`config.mk`:
```
export PLATFORM = sky130hd
export DESIGN_NAME = shift_sequencer
export DESIGN_NICKNAME = d
export VERILOG_FILES = /design/src/rtl/shift_sequencer.sv
export SDC_FILE = /design/constraint.sdc
export NUM_CORES = 1
export LEC_CHECK = 0
export ABC_AREA = 1
export ABC_CLOCK_PERIOD_IN_PS = 3800
export CORE_ASPECT_RATIO = 0.6
export CORE_MARGIN = 10
export CORE_UTILIZATION = 35
export DETAILED_ROUTE_END_ITERATION = 7
export PLACE_DENSITY = 0.63
export SLEW_MARGIN = 20
export SYNTH_ARGS = -nofsm -noshare
export SYNTH_HDL_FRONTEND = slang
export SYNTH_SLANG_ARGS = --single-unit
export TNS_END_PERCENT = 100
```
`constraint.sdc`:
```
create_clock -name clk -period 3.8 [get_ports clk]
set_input_delay 0.57 -clock clk [delete_from_list [all_inputs] [get_ports clk]]
set_output_delay 0.57 -clock clk [all_outputs]
set_load 0.05 [all_outputs]
```
`src/rtl/shift_sequencer.sv`:
```
// Shift functional unit: performs a full-width shift by applying at most STEP
// bit positions per cycle through a narrow shifter, with valid/ready request
// and response handshakes.
//
// Handshake rules (both channels): a transfer happens on a rising clk edge
// where valid && ready are both high. A producer holding valid keeps its
// payload stable until that edge. On the response side this unit never drops
// resp_valid or changes resp_res before resp_ready is seen, except on kill or
// rst, which discard the operation.

package isa_pkg;
    typedef enum logic {
        LOGICAL    = 1'b0,
        ARITHMETIC = 1'b1
    } sh_op_t;

    typedef enum logic {
        LEFT_SHIFT  = 1'b0,
        RIGHT_SHIFT = 1'b1
    } sh_dir_t;
endpackage

module shift_sequencer #(
    parameter int LEN  = 32,
    parameter int STEP = 4
) (
    input  logic                    clk,
    input  logic                    rst,
    input  logic                    kill,
    input  logic                    req_valid,
    output logic                    req_ready,
    input  isa_pkg::sh_op_t         req_op,
    input  isa_pkg::sh_dir_t        req_dir,
    input  logic [LEN-1:0]          req_src,
    input  logic [$clog2(LEN)-1:0]  req_amount,
    output logic                    resp_valid,
    input  logic                    resp_ready,
    output logic [LEN-1:0]          resp_res,
    output logic                    busy
);
    import isa_pkg::*;

    // rem is as wide as a shift distance; k needs one extra bit so that
    // STEP == LEN can still be represented.
    localparam int AW = $clog2(LEN);
    localparam int KW = AW + 1;
    localparam logic [KW-1:0] STEP_K = KW'(STEP);

    typedef enum logic [1:0] {
        IDLE = 2'd0,
        BUSY = 2'd1,
        DONE = 2'd2
    } state_t;

    state_t          state, state_n;
    logic [LEN-1:0]  acc, acc_n;
    logic [AW-1:0]   rem, rem_n;
    sh_op_t          op_q, op_n;
    sh_dir_t         dir_q, dir_n;

    logic [KW-1:0]   k;
    logic [LEN-1:0]  step_res;

    // State and datapath registers; synchronous reset clears everything.
    always_ff @(posedge clk) begin
        if (rst) begin
            state <= IDLE;
            acc   <= '0;
            rem   <= '0;
            op_q  <= LOGICAL;
            dir_q <= LEFT_SHIFT;
        end else begin
            state <= state_n;
            acc   <= acc_n;
            rem   <= rem_n;
            op_q  <= op_n;
            dir_q <= dir_n;
        end
    end

    // Per-cycle shift distance: the remaining distance, capped at STEP.
    always_comb begin
        k = STEP_K;
        if ({1'b0, rem} <= STEP_K) begin
            k = {1'b0, rem};
        end
    end

    // One narrow shifter step; arithmetic right shifts replicate the sign bit,
    // so iterating them equals a single >>> by the full distance.
    always_comb begin
        step_res = acc;
        if (dir_q == LEFT_SHIFT) begin
            step_res = acc << k;
        end else if (op_q == ARITHMETIC) begin
            step_res = LEN'($signed(acc) >>> k);
        end else begin
            step_res = acc >> k;
        end
    end

    // Next-state and datapath update; kill discards any in-flight operation.
    always_comb begin
        state_n = state;
        acc_n   = acc;
        rem_n   = rem;
        op_n    = op_q;
        dir_n   = dir_q;
        case (state)
            IDLE: begin
                if (req_valid && req_ready) begin
                    acc_n   = req_src;
                    rem_n   = req_amount;
                    op_n    = req_op;
                    dir_n   = req_dir;
                    state_n = (req_amount != '0) ? BUSY : DONE;
                end
            end
            BUSY: begin
                acc_n = step_res;
                rem_n = rem - k[AW-1:0];
                if ({1'b0, rem} <= STEP_K) begin
                    state_n = DONE;
                end
            end
            DONE: begin
                if (resp_ready) begin
                    state_n = IDLE;
                end
            end
            default: begin
                state_n = IDLE;
            end
        endcase
        if (kill && (state != IDLE)) begin
            state_n = IDLE;
        end
    end

    // Handshake outputs; the result is only exposed in DONE, never mid-shift.
    always_comb begin
        req_ready  = (state == IDLE) && !kill && !rst;
        resp_valid = (state == DONE) && !rst;
        resp_res   = resp_valid ? acc : '0;
        busy       = (state != IDLE) && !rst;
    end

endmodule
```
# Yosys cells after proc, flatten, opt, wreduce, memory -nomap -nowiden
# Cells that the tools add are included.
# word_totals
register_bits	41
latch_bits	0
ramBits	0
rom_bits	0
in_bits	44
output_inout_bits	35
elab_cells	44
mem_count	0
# op_classes
add_sub_neg	1
multipliers	0
div_mod_pow	0
magnitude_cmp	1
eq_ne	5
shifts	3
muxes	13
bitwise	0
n_reduce_logical	16
# ops
op	count
2-to-1 mux 32 bit	4
one-hot mux 32 bit (2 select lines)	1
left shift 32 x 6 -> 32 bit	1
right shift 32 x 6 -> 32 bit	1
>>> shifter 32 x 6 -> 32 bit	1
2-to-1 mux 5 bit	2
one-hot mux 5 bit (2 select lines)	1
2-to-1 mux 2 bit	4
logical AND 1 bit	6
inequality test 2 bit (second input constant)	3
one-hot mux 2 bit (3 select lines)	1
<= comparator 5 x 3 -> 1 bit (second input constant)	1
nonzero test 5 bit	1
subtractor 5 bit	1
AND reduction 2 bit	2
nonzero test 2 bit	2
AND reduction 3 bit	1
== test 2 x 1 -> 1 bit (second input constant)	1
== test 2 bit (second input constant)	1
logical NOT 1 bit	2
logical NOT 2 bit	1
OR reduction 2 bit	1

# Longest topological paths before layout
# Gate-level depths: netlist of run 1.
# depth
depth_word	6
mapped_depth	12
depth_no_buf	12

# Least setup slack after synthesis of run 1
# No wires, ideal clock.
# synth_timing
kind	input port to output port
startpoint	input rst
endpoint	output resp_res[10]
arrival_ns	3.033
t_required_ns	3.230
path_slack_ns	0.197
path_stages	5
path_buffers	2
cell_sequence	buf_2 -> nor3_1 -> inv_1 -> clkbuf_1 -> nor2_1
# synth_between
elab_chain_len	3
# synth_rtl
element	line	rtl
start: declaration	28	input logic rst,
logical NOT 1 bit	143	resp_valid = (state == DONE) && !rst;
logical AND 1 bit	143	
named net resp_valid	36	output logic resp_valid,
2-to-1 mux 32 bit	144	resp_res = resp_valid ? acc : '0;
end: declaration	38	output logic [LEN-1:0] resp_res,
# The timed path passes the listed nets, and every way through them passes these cells.

# Worst setup path after layout of run 1
# layout_timing
startpoint	input rst
endpoint	output resp_res[2]
# layout_between
elab_chain_len	3
# layout_rtl
element	line
logical NOT 1 bit	143
logical AND 1 bit	143
2-to-1 mux 32 bit	144
# No other way between the ends.

==> results by group, run 1 <==
Clock tree
  – Cts hold-fix bufs: 0
  – Clock H-tree levels: 2
  – TritonCTS clock tree: built
  – CTS sink count: 41
  – Post-CTS resize count: 0
  – Max clock buf depth: 2
  – Clock root cell: clkbuf_16
  – CTS clock-pin slew for the worst setup and hold paths: 0.06 ns
  – TritonCTS buffer count: 5
  – Clock Latency Late Sink: 0.30 ns
  – Setup bufs post-CTS: 0

Synthesis
  – Synth warn: 0
  – Synth cell types: 30
  – Synth Area per Inst: 5.46 µm²
  – EDFF count, synth: 0
  – Synth top area share: 30.5%
  – Net Count, Synth: 817
  – Post-synthesis sequential area ratio: 19.5%
  – Async set or reset register ratio after synthesis: 0%
  – Post-synth top flop: dfxtp_1
  – Post-Syn Area: 0.00421 mm²
  – Top cells by area, synth: nand3_1, dfxtp_1, nand2_1, nor2_1, o21ai_0
  – Cells after synthesis: 772
  – Synth Register Bits: 41
  – Cell taking the most area after synthesis: nand3_1

Global route
  – Initial antenna violation count: 0
  – Met1 GRT Util: 27.7%
  – Global route overflow: 0
  – GR Layer Usage met2: 28.6%
  – Met3 Use GR: 4.90%
  – Total Routing Usage GR: 19.6%
  – Largest net degree at the start of global routing: 59
  – Top Usage Layer GRT: met2
  – First-pass GRT wire length: 27.9 mm
  – Number of global-route vias before repair: 5449

Routing
  – Via count: 5783
  – Drt via density: 5.91
  – Detailed-route wire length: 17.6 mm
  – Wire length per cell: 18.0 µm
  – DRC Markers: 0
  – First DRT Iteration DRCs: 759
  – Drt first pass iters: 7
  – Routed Antenna Nets: 0

Worst setup path
  – CP startpoint kind: input pin
  – WP data required: 3.23 ns
  – CP top delay family: buffers and inverters
  – Buf+Inv Stages, Crit Path: 4
  – Worst setup EP type: output pin
  – Worst Path Arrival: 2.38 ns
  – Top cell by count, worst path: buf_4
  – Type of the worst setup path: in2out
  – Cell with the largest stage delay on the worst path: clkdlybuf4s50_1
  – Crit-path cells: clkdlybuf4s50_1, nor3_1, inv_1, buf_4, nor2_1, buf_4
  – Maximum fanout along the worst path: 13
  – CP max stage delay: 0.58 ns

Power and ir drop
  – Leakage: 0.00218 µW
  – Int Power: 1470 µW
  – Logic pwr share: 62.0%
  – Maximum vdd drop: 0.279 mV
  – Clock share of power: 13.4%
  – Register share of total power: 24.7%
  – Pwr Density: 655 mW/mm²
  – Sw frac: 56.1%
  – P_sw: 1870 µW

Timing
  – Slew HR: 45.4%
  – Final setup viols: 0
  – Final worst-path cycle share: 77.5%
  – Fin. max-slew vios: 0
  – Setup Skew: 0.0107 ns
  – Slew @ Worst Pin: 0.818 ns
  – TNS Setup: 0 ns
  – Min Clock Period, post-route: 2.95 ns
  – Fmax achieved: 0.340 GHz
  – Final Hold Viols: 0
  – Unrepaired setup endpoints after global routing: false
  – Final WS setup: 0.855 ns

Placed design
  – Setup WS pre-CTS: 0.871 ns
  – Port bufs: 78
  – Final HPWL DP: 12.4 mm
  – Routability congestion estimate: 0.956

Min path
  – Worst min path class: reg2reg

Job
  – Max-cap viol count: 0

Die
  – Die height: 105 µm
  – Die W: 162 µm
  – FP Rows: 30
  – IO Count: 79
  – DIE AREA: 0.0170 mm²
  – Core region area: 0.0115 mm²
  – Starting Density: 36.6%

Final layout
  – ANT cells: 0
  – Synth-to-Final Area Change: 21.1%
  – Nets: 863
  – Share of cells above drive strength 1: 8.67%

Run status
  – Status: completed
-- area by class of cell --
type,count,area (µm²)
Clock inverter,2,10.0
Inverter,58,219
Sequential cell,41,821
Tap cell,160,200
Timing Repair Buffer,92,806
Clock buffer,6,129
Fill cell,1238,6420
Multi-Input combinational cell,620,2920
-- through the flow --
stage	instance area [µm²]	total power, µW	std cells	util, %	hold WS [ns]
2_1_floorplan	4210	2320	772	-	0.483
3_3_place_gp	4960	2770	971	43.1	0.499
3_5_place_dp	4960	2820	971	43.1	0.529
4_1_cts	5100	3270	979	44.3	0.540
5_1_grt	5100	3610	979	44.3	0.556
6_report	5100	3340	979	44.3	0.552
-- power groups by stage --
stage	Sequential (µW)	Combinational, µW	Clock (µW)
5_1_grt	852	2300	460
3_5_place_dp	822	2000	0
3_3_place_gp	823	1950	0
4_1_cts	813	2010	447
6_report	824	2070	447
2_1_floorplan	741	1570	0
-- state kept, by name, indices dropped and copies added (netlist names) --
name	count
acc	32
dir_q	1
state	2
rem	5
op_q	1
-- final timing paths --
kind / depth (start not counted) / slack, ns / start / to
worst min register to register: 2 / 0.55 / state[1]$_SDFFE_PP0P_ / state[1]$_SDFFE_PP0P_
worst min-delay path: 2 / 0.55 / state[1]$_SDFFE_PP0P_ / state[1]$_SDFFE_PP0P_
worst max-delay path: 6 / 0.85 / rst / resp_res[2]
worst max register to register: 10 / 1.12 / state[1]$_SDFFE_PP0P_ / acc[4]$_SDFFE_PP0P_
-- tightest hold or removal path, delay by kind of cell, from the launching register on --
| family | cells | cell delay, ns |
|---|---|---|
| simple gates | 2 | 0.18 |
| flops | 1 | 0.33 |
-- kinds of logic (layout without fill, tap and decap cells) --
logic type,count (synthesis),after routing,synth area share (%)
AO/OA/AOI/OAI,83,83,10.0
XOR/XNOR,1,1,0.208
adder cells (fa/ha/maj),1,1,0.297
buffers and inverters,111,158,11.3
flip-flops,41,41,19.5
other,1,1,0.0890
AND/OR/NAND/NOR,534,534,58.6
-- placed cells by master, fill, tap and decap left out, types with 2 or more instances in the layout --
master | netlist | routed
inv_1 | 53 | 52
o21ai_1 | 5 | 5
nand3_2 | 2 | 2
nor3_1 | 4 | 4
o21ai_0 | 62 | 62
nand2_1 | 114 | 114
nand2_2 | 3 | 3
nor2_2 | 3 | 3
a31oi_1 | 2 | 2
buf_4 | 2 | 46
nand4_1 | 32 | 32
dfxtp_1 | 41 | 41
inv_2 | 4 | 5
clkbuf_16 | 0 | 5
nor2_1 | 113 | 113
nor2_4 | 3 | 3
nand3_1 | 257 | 257
clkdlybuf4s50_1 | 0 | 46
clkinv_2 | 1 | 3
a21oi_1 | 12 | 12
-- layer usage --
layer,vias to the layer above,part of all wire (%)
met1,2612,46
met5,-,0
li1,2739,-
met2,406,40
met4,0,1.4
met3,26,13
-- synthesized netlist by cell type, types with 2 or more instances --
library cell / number
buf_6: 2
nand2_1: 114
nand2_2: 3
inv_2: 4
clkbuf_1: 18
inv_1: 53
dfxtp_1: 41
a31oi_1: 2
buf_2: 27
nor2_1: 113
a21oi_1: 12
nor2_2: 3
o21ai_1: 5
o21ai_0: 62
buf_4: 2
nand3_2: 2
buf_1: 4
nor2_4: 3
nor3_1: 4
nand4_1: 32
nand3_1: 257
(Power assumes the default switching activity.)
==> run 2, diff against run 1 <==
ABC_CLOCK_PERIOD_IN_PS = 2600   (was 3800)
PLACE_DENSITY = 0.66   (was 0.63)
clock period = 2.6 ns   (was 3.8 ns; I/O delays follow)
==> results by group, run 2 (same netlist as run 1, synthesis figures left out) <==
Run status
  – Status: completed

Timing
  – Unrepaired setup endpoints after global routing: false
  – Fmax achieved: 0.449 GHz
  – Final worst-path cycle share: 85.7%
  – Setup Skew: 0.00422 ns
  – Fin. max-slew vios: 0
  – Final setup viols: 0
  – Min Clock Period, post-route: 2.23 ns
  – Slew @ Worst Pin: 0.713 ns
  – Final Hold Viols: 0
  – Slew HR: 52.4%

Routing
  – DRC Markers: 0
  – Drt first pass iters: 6
  – Drt via density: 5.63
  – First DRT Iteration DRCs: 874
  – Routed Antenna Nets: 0
  – Wire length per cell: 16.5 µm
  – Via count: 5566
  – Detailed-route wire length: 16.4 mm

Final layout
  – Largest registers: acc (32), rem (5), state (2)
  – Synth-to-Final Area Change: 32.6%
  – Share of cells above drive strength 1: 9.89%
  – Non-filler cells, final: 989
  – Commonest non-fill, non-tap cell in the layout: nand3_1
  – ANT cells: 0
  – Biggest register: acc
  – Nets: 873
  – Post-layout util: 48.5%
  – Largest register FFs: 32
  – Commonest non-fill, non-tap cells in the layout: nand3_1, nand2_1, nor2_1

Global route
  – Number of global-route vias before repair: 5105
  – Initial antenna violation count: 0
  – Largest net degree at the start of global routing: 59
  – Global route overflow: 0
  – Total Routing Usage GR: 18.5%
  – First-pass GRT wire length: 26.7 mm

Job
  – Max-cap viol count: 0

Clock tree
  – Clock root cell: clkbuf_16
  – Cts hold-fix bufs: 0
  – Max clock buf depth: 2
  – Clock H-tree levels: 2
  – TritonCTS clock tree: built
  – CTS clock-pin slew for the worst setup and hold paths: 0.06 ns
  – Setup bufs post-CTS: 0
  – Post-CTS resize count: 0
  – Clock Latency Late Sink: 0.29 ns
  – CTS sink count: 41
  – TritonCTS buffer count: 5

Power and ir drop
  – Clock share of power: 12.8%
  – Pwr Density: 868 mW/mm²
  – Maximum vdd drop: 0.355 mV
  – Register share of total power: 24.8%
  – Sw frac: 54.1%
  – P_sw: 2630 µW
  – Logic pwr share: 62.4%
  – Int Power: 2220 µW
  – Leakage: 0.00232 µW

Worst setup path
  – Maximum fanout along the worst path: 32
  – Worst setup EP type: output pin
  – WP data required: 2.21 ns
  – Type of the worst setup path: in2out
  – CP startpoint kind: input pin
  – Worst Path Arrival: 1.84 ns

Die
  – Core region area: 0.0115 mm²
  – FP Rows: 30
  – IO Count: 79
  – Die height: 105 µm
  – Starting Density: 36.6%
  – Die W: 162 µm
  – DIE AREA: 0.0170 mm²

Placed design
  – Placed insts: 981
  – Final HPWL DP: 12.1 mm
  – Routability congestion estimate: 0.921
  – Port bufs: 78

Min path
  – Worst min path class: reg2reg
-- run 2: cell count changes in the layout (fill, tap and decap cells not counted), moves of 2 or more --
cell,before,now
buf_12,0,33
buf_4,46,26
clkbuf_1,1,3
clkdlybuf4s50_1,46,43
clkinv_2,3,1
-- run 2: per-layer routing --
metal / track usage (%) / up-vias / wire length (µm)
met4: 3.04 / 0 / 167
met2: 25.9 / 326 / 6460
li1: - / 2753 / -
met5: 0 / - / 0
met1: 27.1 / 2474 / 7830
met3: 5.76 / 13 / 1890
-- run 2: area by class of cell --
class	count	area [µm²]
multi-input cells	620	2920
repair buffers	102	1290
flip-flops and latches	41	821
fillers	1257	5940
clock buffers	8	136
inverters	58	219
well taps	160	200
-- run 2: path summary, 6_finish.rpt --
path	start	to	slack (ns)	cells after the start
setup / recovery	rst	resp_res[6]	0.37	6
setup reg to reg	state[1]$_SDFFE_PP0P_	acc[31]$_SDFFE_PP0P_	0.53	13
hold / removal	state[1]$_SDFFE_PP0P_	state[1]$_SDFFE_PP0P_	0.53	2
hold reg to reg	state[1]$_SDFFE_PP0P_	state[1]$_SDFFE_PP0P_	0.53	2
-- run 2: critical path: stages --
cell and delay, ns:
clkdlybuf4s50_1 0.50, nor3_2 0.23, inv_1 0.06, buf_4 0.24, nor2_1 0.24, buf_12 0.17
-- run 2: stage by stage --
stage	total power [µW]	hold slack, ns	setup TNS (ns)	instance area (µm²)	setup WS [ns]
CTS	4770	0.524	0	5590	0.363
floorplan	3390	0.483	-3.81	4220	-0.127
detailed placement	4150	0.517	0	5450	0.369
finish	4850	0.525	0	5590	0.371
global placement	4130	0.506	0	5450	0.447
global route	5310	0.548	0	5590	0.269
-- run 2: power by group through the flow --
stage / Combinational [µW] / Sequential [µW] / Clock [µW]
floorplan: 2300 / 1080 / 0
global placement: 2930 / 1200 / 0
CTS: 2960 / 1190 / 621
detailed placement: 2950 / 1200 / 0
finish: 3030 / 1200 / 622
global route: 3420 / 1240 / 649
==> run 3, diff against run 2 <==
CORE_UTILIZATION = 49   (was 35)
PLACE_DENSITY = 0.85   (was 0.66)
==> results by group, run 3 (same netlist as run 1, synthesis figures left out) <==
Worst setup path
  – Type of the worst setup path: in2out
  – CP startpoint kind: input pin
  – Maximum fanout along the worst path: 20
  – Cell with the largest stage delay on the worst path: clkdlybuf4s50_1
  – WP data required: 2.21 ns
  – Worst setup EP type: output pin
  – Crit-path cells: clkdlybuf4s50_1, nor3_2, inv_1, buf_4, nor2_1, buf_12
  – CP max stage delay: 0.50 ns
  – Worst Path Arrival: 1.85 ns

Clock tree
  – CTS clock-pin slew for the worst setup and hold paths: 0.07 ns
  – CTS sink count: 41
  – TritonCTS buffer count: 5
  – Clock root cell: clkbuf_16
  – Setup bufs post-CTS: 0
  – Clock H-tree levels: 2
  – Cts hold-fix bufs: 0
  – Clock Latency Late Sink: 0.30 ns
  – TritonCTS clock tree: built
  – Max clock buf depth: 2
  – Post-CTS resize count: 0

Die
  – Core region area: 0.00843 mm²
  – Die W: 140 µm
  – DIE AREA: 0.0128 mm²
  – Starting Density: 50.0%
  – IO Count: 79
  – Die height: 91.8 µm
  – FP Rows: 26

Final layout
  – Nets: 874
  – Commonest non-fill, non-tap cell in the layout: nand3_1
  – Commonest non-fill, non-tap cells in the layout: nand3_1, nand2_1, nor2_1
  – ANT cells: 0
  – Largest register FFs: 32
  – Post-layout util: 65.8%
  – Biggest register: acc
  – Synth-to-Final Area Change: 31.5%
  – Largest registers: acc (32), rem (5), state (2)
  – Share of cells above drive strength 1: 10.2%
  – Non-filler cells, final: 942
  – Fin area: 0.00554 mm²

Global route
  – Largest net degree at the start of global routing: 59
  – Number of global-route vias before repair: 5472
  – Met1 GRT Util: 34.2%
  – Initial antenna violation count: 0
  – Top Usage Layer GRT: met2
  – Met3 Use GR: 8.60%
  – Total Routing Usage GR: 25.5%
  – GR Layer Usage met2: 37.5%
  – Global route overflow: 0
  – First-pass GRT wire length: 27.8 mm

Routing
  – Drt via density: 6.35
  – DRC Markers: 11
  – Detailed-route wire length: 17.3 mm
  – Routed Antenna Nets: 0
  – Drt first pass iters: 8
  – First DRT Iteration DRCs: 889
  – Wire length per cell: 18.4 µm
  – Via count: 5980

Timing
  – Slew @ Worst Pin: 0.637 ns
  – Fin. max-slew vios: 0
  – Unrepaired setup endpoints after global routing: false
  – Min Clock Period, post-route: 2.24 ns
  – Final Hold Slack: 0.537 ns
  – Final Hold Viols: 0
  – Slew HR: 57.6%
  – Final setup viols: 0
  – Setup Skew: 0.0123 ns
  – Fmax achieved: 0.447 GHz
  – Final worst-path cycle share: 86.0%

Job
  – Max-cap viol count: 0

Run status
  – Status: finished with violations
  – Failing checks: DRC

Power and ir drop
  – Total power: 5020 µW
  – Leakage: 0.00233 µW
  – Pwr Density: 906 mW/mm²
  – Maximum vdd drop: 0.602 mV

Placed design
  – DP Area: 0.00540 mm²
  – Routability congestion estimate: 0.952
  – Placed insts: 934
  – Final HPWL DP: 12.6 mm
  – Port bufs: 78

Min path
  – Worst min path class: reg2reg
-- run 3: changes by cell type in the layout (fill, tap and decap cells not counted) --
| cell | previous run | this run |
|---|---|---|
| buf_4 | 26 | 27 |
| clkbuf_1 | 3 | 1 |
| clkinvlp_4 | 0 | 2 |
-- run 3: power by group --
part           switching, µW  internal, µW  leakage (µW)  total [µW]
combinational           2170           991       0.00193        3160
sequential               323           880      0.000337        1200
clock                    302           358     0.0000631         659
-- run 3: worst max-delay path: cells and delay by family --
family | cells | cell delay [ns]
and+or+nand+nor | 2 | 0.47
buffers and inverters | 4 | 0.97
-- run 3: path summary, 6_finish.rpt --
path | from | to | slack [ns] | cells after the start
setup / recovery | rst | resp_res[13] | 0.36 | 6
hold / removal | state[1]$_SDFFE_PP0P_ | state[1]$_SDFFE_PP0P_ | 0.54 | 2
setup reg to reg | rem[3]$_SDFFE_PP0P_ | acc[17]$_SDFFE_PP0P_ | 0.39 | 9
hold reg to reg | state[1]$_SDFFE_PP0P_ | state[1]$_SDFFE_PP0P_ | 0.54 | 2
-- run 3: cell type report --
class | count | area (µm²)
multi-input cells | 620 | 2920
fillers | 747 | 2890
repair buffers | 103 | 1290
flip-flops and latches | 41 | 821
inverters | 58 | 219
well taps | 112 | 140
clock buffers | 6 | 129
clock inverters | 2 | 15.0
-- run 3: metal layers --
metal / part of all wire (%) / up-vias / wire length, µm
met5: 0 / - / 0
met4: 2.2 / 0 / 382
met1: 41 / 2631 / 7140
met3: 15 / 72 / 2680
li1: - / 2754 / -
met2: 41 / 523 / 7100
-- run 3: per-stage QoR --
step / setup slack (ns) / setup TNS, ns
after floorplan: -0.127 / -3.81
after global placement: 0.495 / 0
after detailed placement: 0.396 / 0
after CTS: 0.396 / 0
after global routing: 0.284 / 0
final: 0.364 / 0
==> RTL edit, RTL diff (flow settings as in run 2) <==
Reset style: asynchronous (`rst`), changed in one clocked block. Comments in the files are not updated.
--- a/src/rtl/shift_sequencer.sv
+++ b/src/rtl/shift_sequencer.sv
@@ -62,7 +62,7 @@
     logic [LEN-1:0]  step_res;
 
     // State and datapath registers; synchronous reset clears everything.
-    always_ff @(posedge clk) begin
+    always_ff @(posedge clk or posedge rst) begin
         if (rst) begin
             state <= IDLE;
             acc   <= '0;
Formal check against the unedited RTL: no difference found for any inputs over 4 cycles, from zero or initial values and one cycle with rst high; that may be too few to reach the edited logic, so the function may still have changed.
==> RTL edit against run 2 <==
Area after synthesis fell by 0.50%. Final area down 7.2%. Routed wire length shrank 3.5%. Hold slack improved by 13 ps. Sequential cell count unchanged. Final cell count fell by 1.9%. Total power increased by 42%. Non-clock buffer count is 6 lower. Setup slack worse by 34 ps. Largest power group unchanged. Highest routed layer unchanged.
==> RTL edit: results (changes against run 2) <==
.. list-table::
   :header-rows: 1

   * - Metric
     - Value
   * - Unique masters post-synth
     - 33 (+10%)
   * - # nets final
     - 855 (-2.1%)
   * - Critical path endpoint
     - resp_res[7]
   * - Clock network area share
     - 3.042% (+0.60 points)
   * - CP max stage delay
     - 420 ps (-80 ps)
   * - Worst ir drop on vdd
     - 0.4572 mV (+29%)
   * - Tot GR Track Use
     - 18.32% (-0.22 points)
   * - Number of ordinary inverters in the final layout
     - 67 (+16%)
   * - Wire length of the first global-routing pass
     - 25.99 mm (-2.5%)
   * - Clock buffer count
     - 7 (-1)
   * - Critical path data arrival time
     - 1870 ps (+30 ps)
   * - Average wire per cell in the routed design
     - 16.28 um (-1.6%)
   * - Launching instance or port of the critical path
     - state[1]
   * - Most used flip-flop cell after synthesis
     - sky130_fd_sc_hd__dfrtp_1
   * - Final-layout non-clock buffer area share
     - 16.27% (-6.8 points)
   * - Synth Net Count
     - 795 (-2.7%)
   * - Area share of xor/xnor cells in the synthesized design
     - 0% (-0.21 points)
   * - Cells after Synth
     - 749 (-3.0%)
   * - Share of cell area taken by multi-input logic gates
     - 52.17% (-0.16 points)
   * - Final setup skew
     - 5.334 ps (+1.118 ps)
   * - Worst R2R Start
     - rem[3]
   * - Sequential-to-total area share from yosys stat
     - 24.48% (+5.0 points)
   * - Largest net degree at the start of global routing
     - 62 (+5.1%)
   * - Number of global-route vias before repair
     - 4895 (-4.1%)
   * - Cell with the largest stage delay on the worst path
     - sky130_fd_sc_hd__dfrtp_1
   * - Hold worst-path end
     - acc[9]
   * - R2R Setup Slk
     - 480 ps (-50 ps)
   * - Depth of the worst register-to-register path
     - 9 (-4)
   * - Share of post-route cells with drive strength above 1
     - 9.877% (-0.015 points)
   * - Share of synthesized cell area in full adder, half adder and majority cells
     - 0.5970% (+0.30 points)
   * - Violation count after the first detailed-routing iteration
     - 631 (-28%)
   * - Drt via density
     - 5.319 (-5.5%)
   * - Post-route insts no fill
     - 970 (-1.9%)
   * - Final weighted congestion in routability-driven placement
     - 0.9332 (+1.3%)
   * - Startpoint of the most critical hold path
     - acc[9]
   * - Largest cells by area after synthesis
     - sky130_fd_sc_hd__dfrtp_1, sky130_fd_sc_hd__nand2_1, sky130_fd_sc_hd__nand3_1, sky130_fd_sc_hd__nor2_1, sky130_fd_sc_hd__a21oi_1
   * - Worst-margin pin slew
     - 802.2 ps (+89.41 ps)
   * - Count of plain and timing-repair buffers
     - 96 (-5.9%)
   * - Fillers
     - 1238 (-1.5%)
   * - Result of the run
     - finished, final reports clean
[RTL edit: layer usage]
layer  wire (um)  share of wire [%]  GRT usage, %
met1        7864                 50         26.67
met2        6377                 40         26.49
met3        1481                9.4         5.251
met4          65               0.41         2.458
met5           0                  0             0
[RTL edit: metrics by stage]
step                hold slack, ps  setup WS [ps]  utilization, %  instance area (um^2)
floorplan                    491.0         -37.73               -                  4194
global placement             526.3          364.4           43.75                  5025
detailed placement           519.8          297.7           43.75                  5025
CTS                          537.4          341.4           45.12                  5182
global route                 576.0          192.0           45.12                  5182
finish                       538.1          336.2           45.12                  5182
[RTL edit: worst min-delay path, stage by stage (launching register included)]
cell and delay, ps:
sky130_fd_sc_hd__dfrtp_1 360, sky130_fd_sc_hd__nor2_1 50, sky130_fd_sc_hd__nor2_1 90
[RTL edit: where the power goes]
group / switching (mW) / leakage [nW] / internal, mW
Combinational: 3.29 / 1.96 / 1.53
Clock: 0.286 / 0.0799 / 0.408
Sequential: 0.403 / 0.486 / 0.981
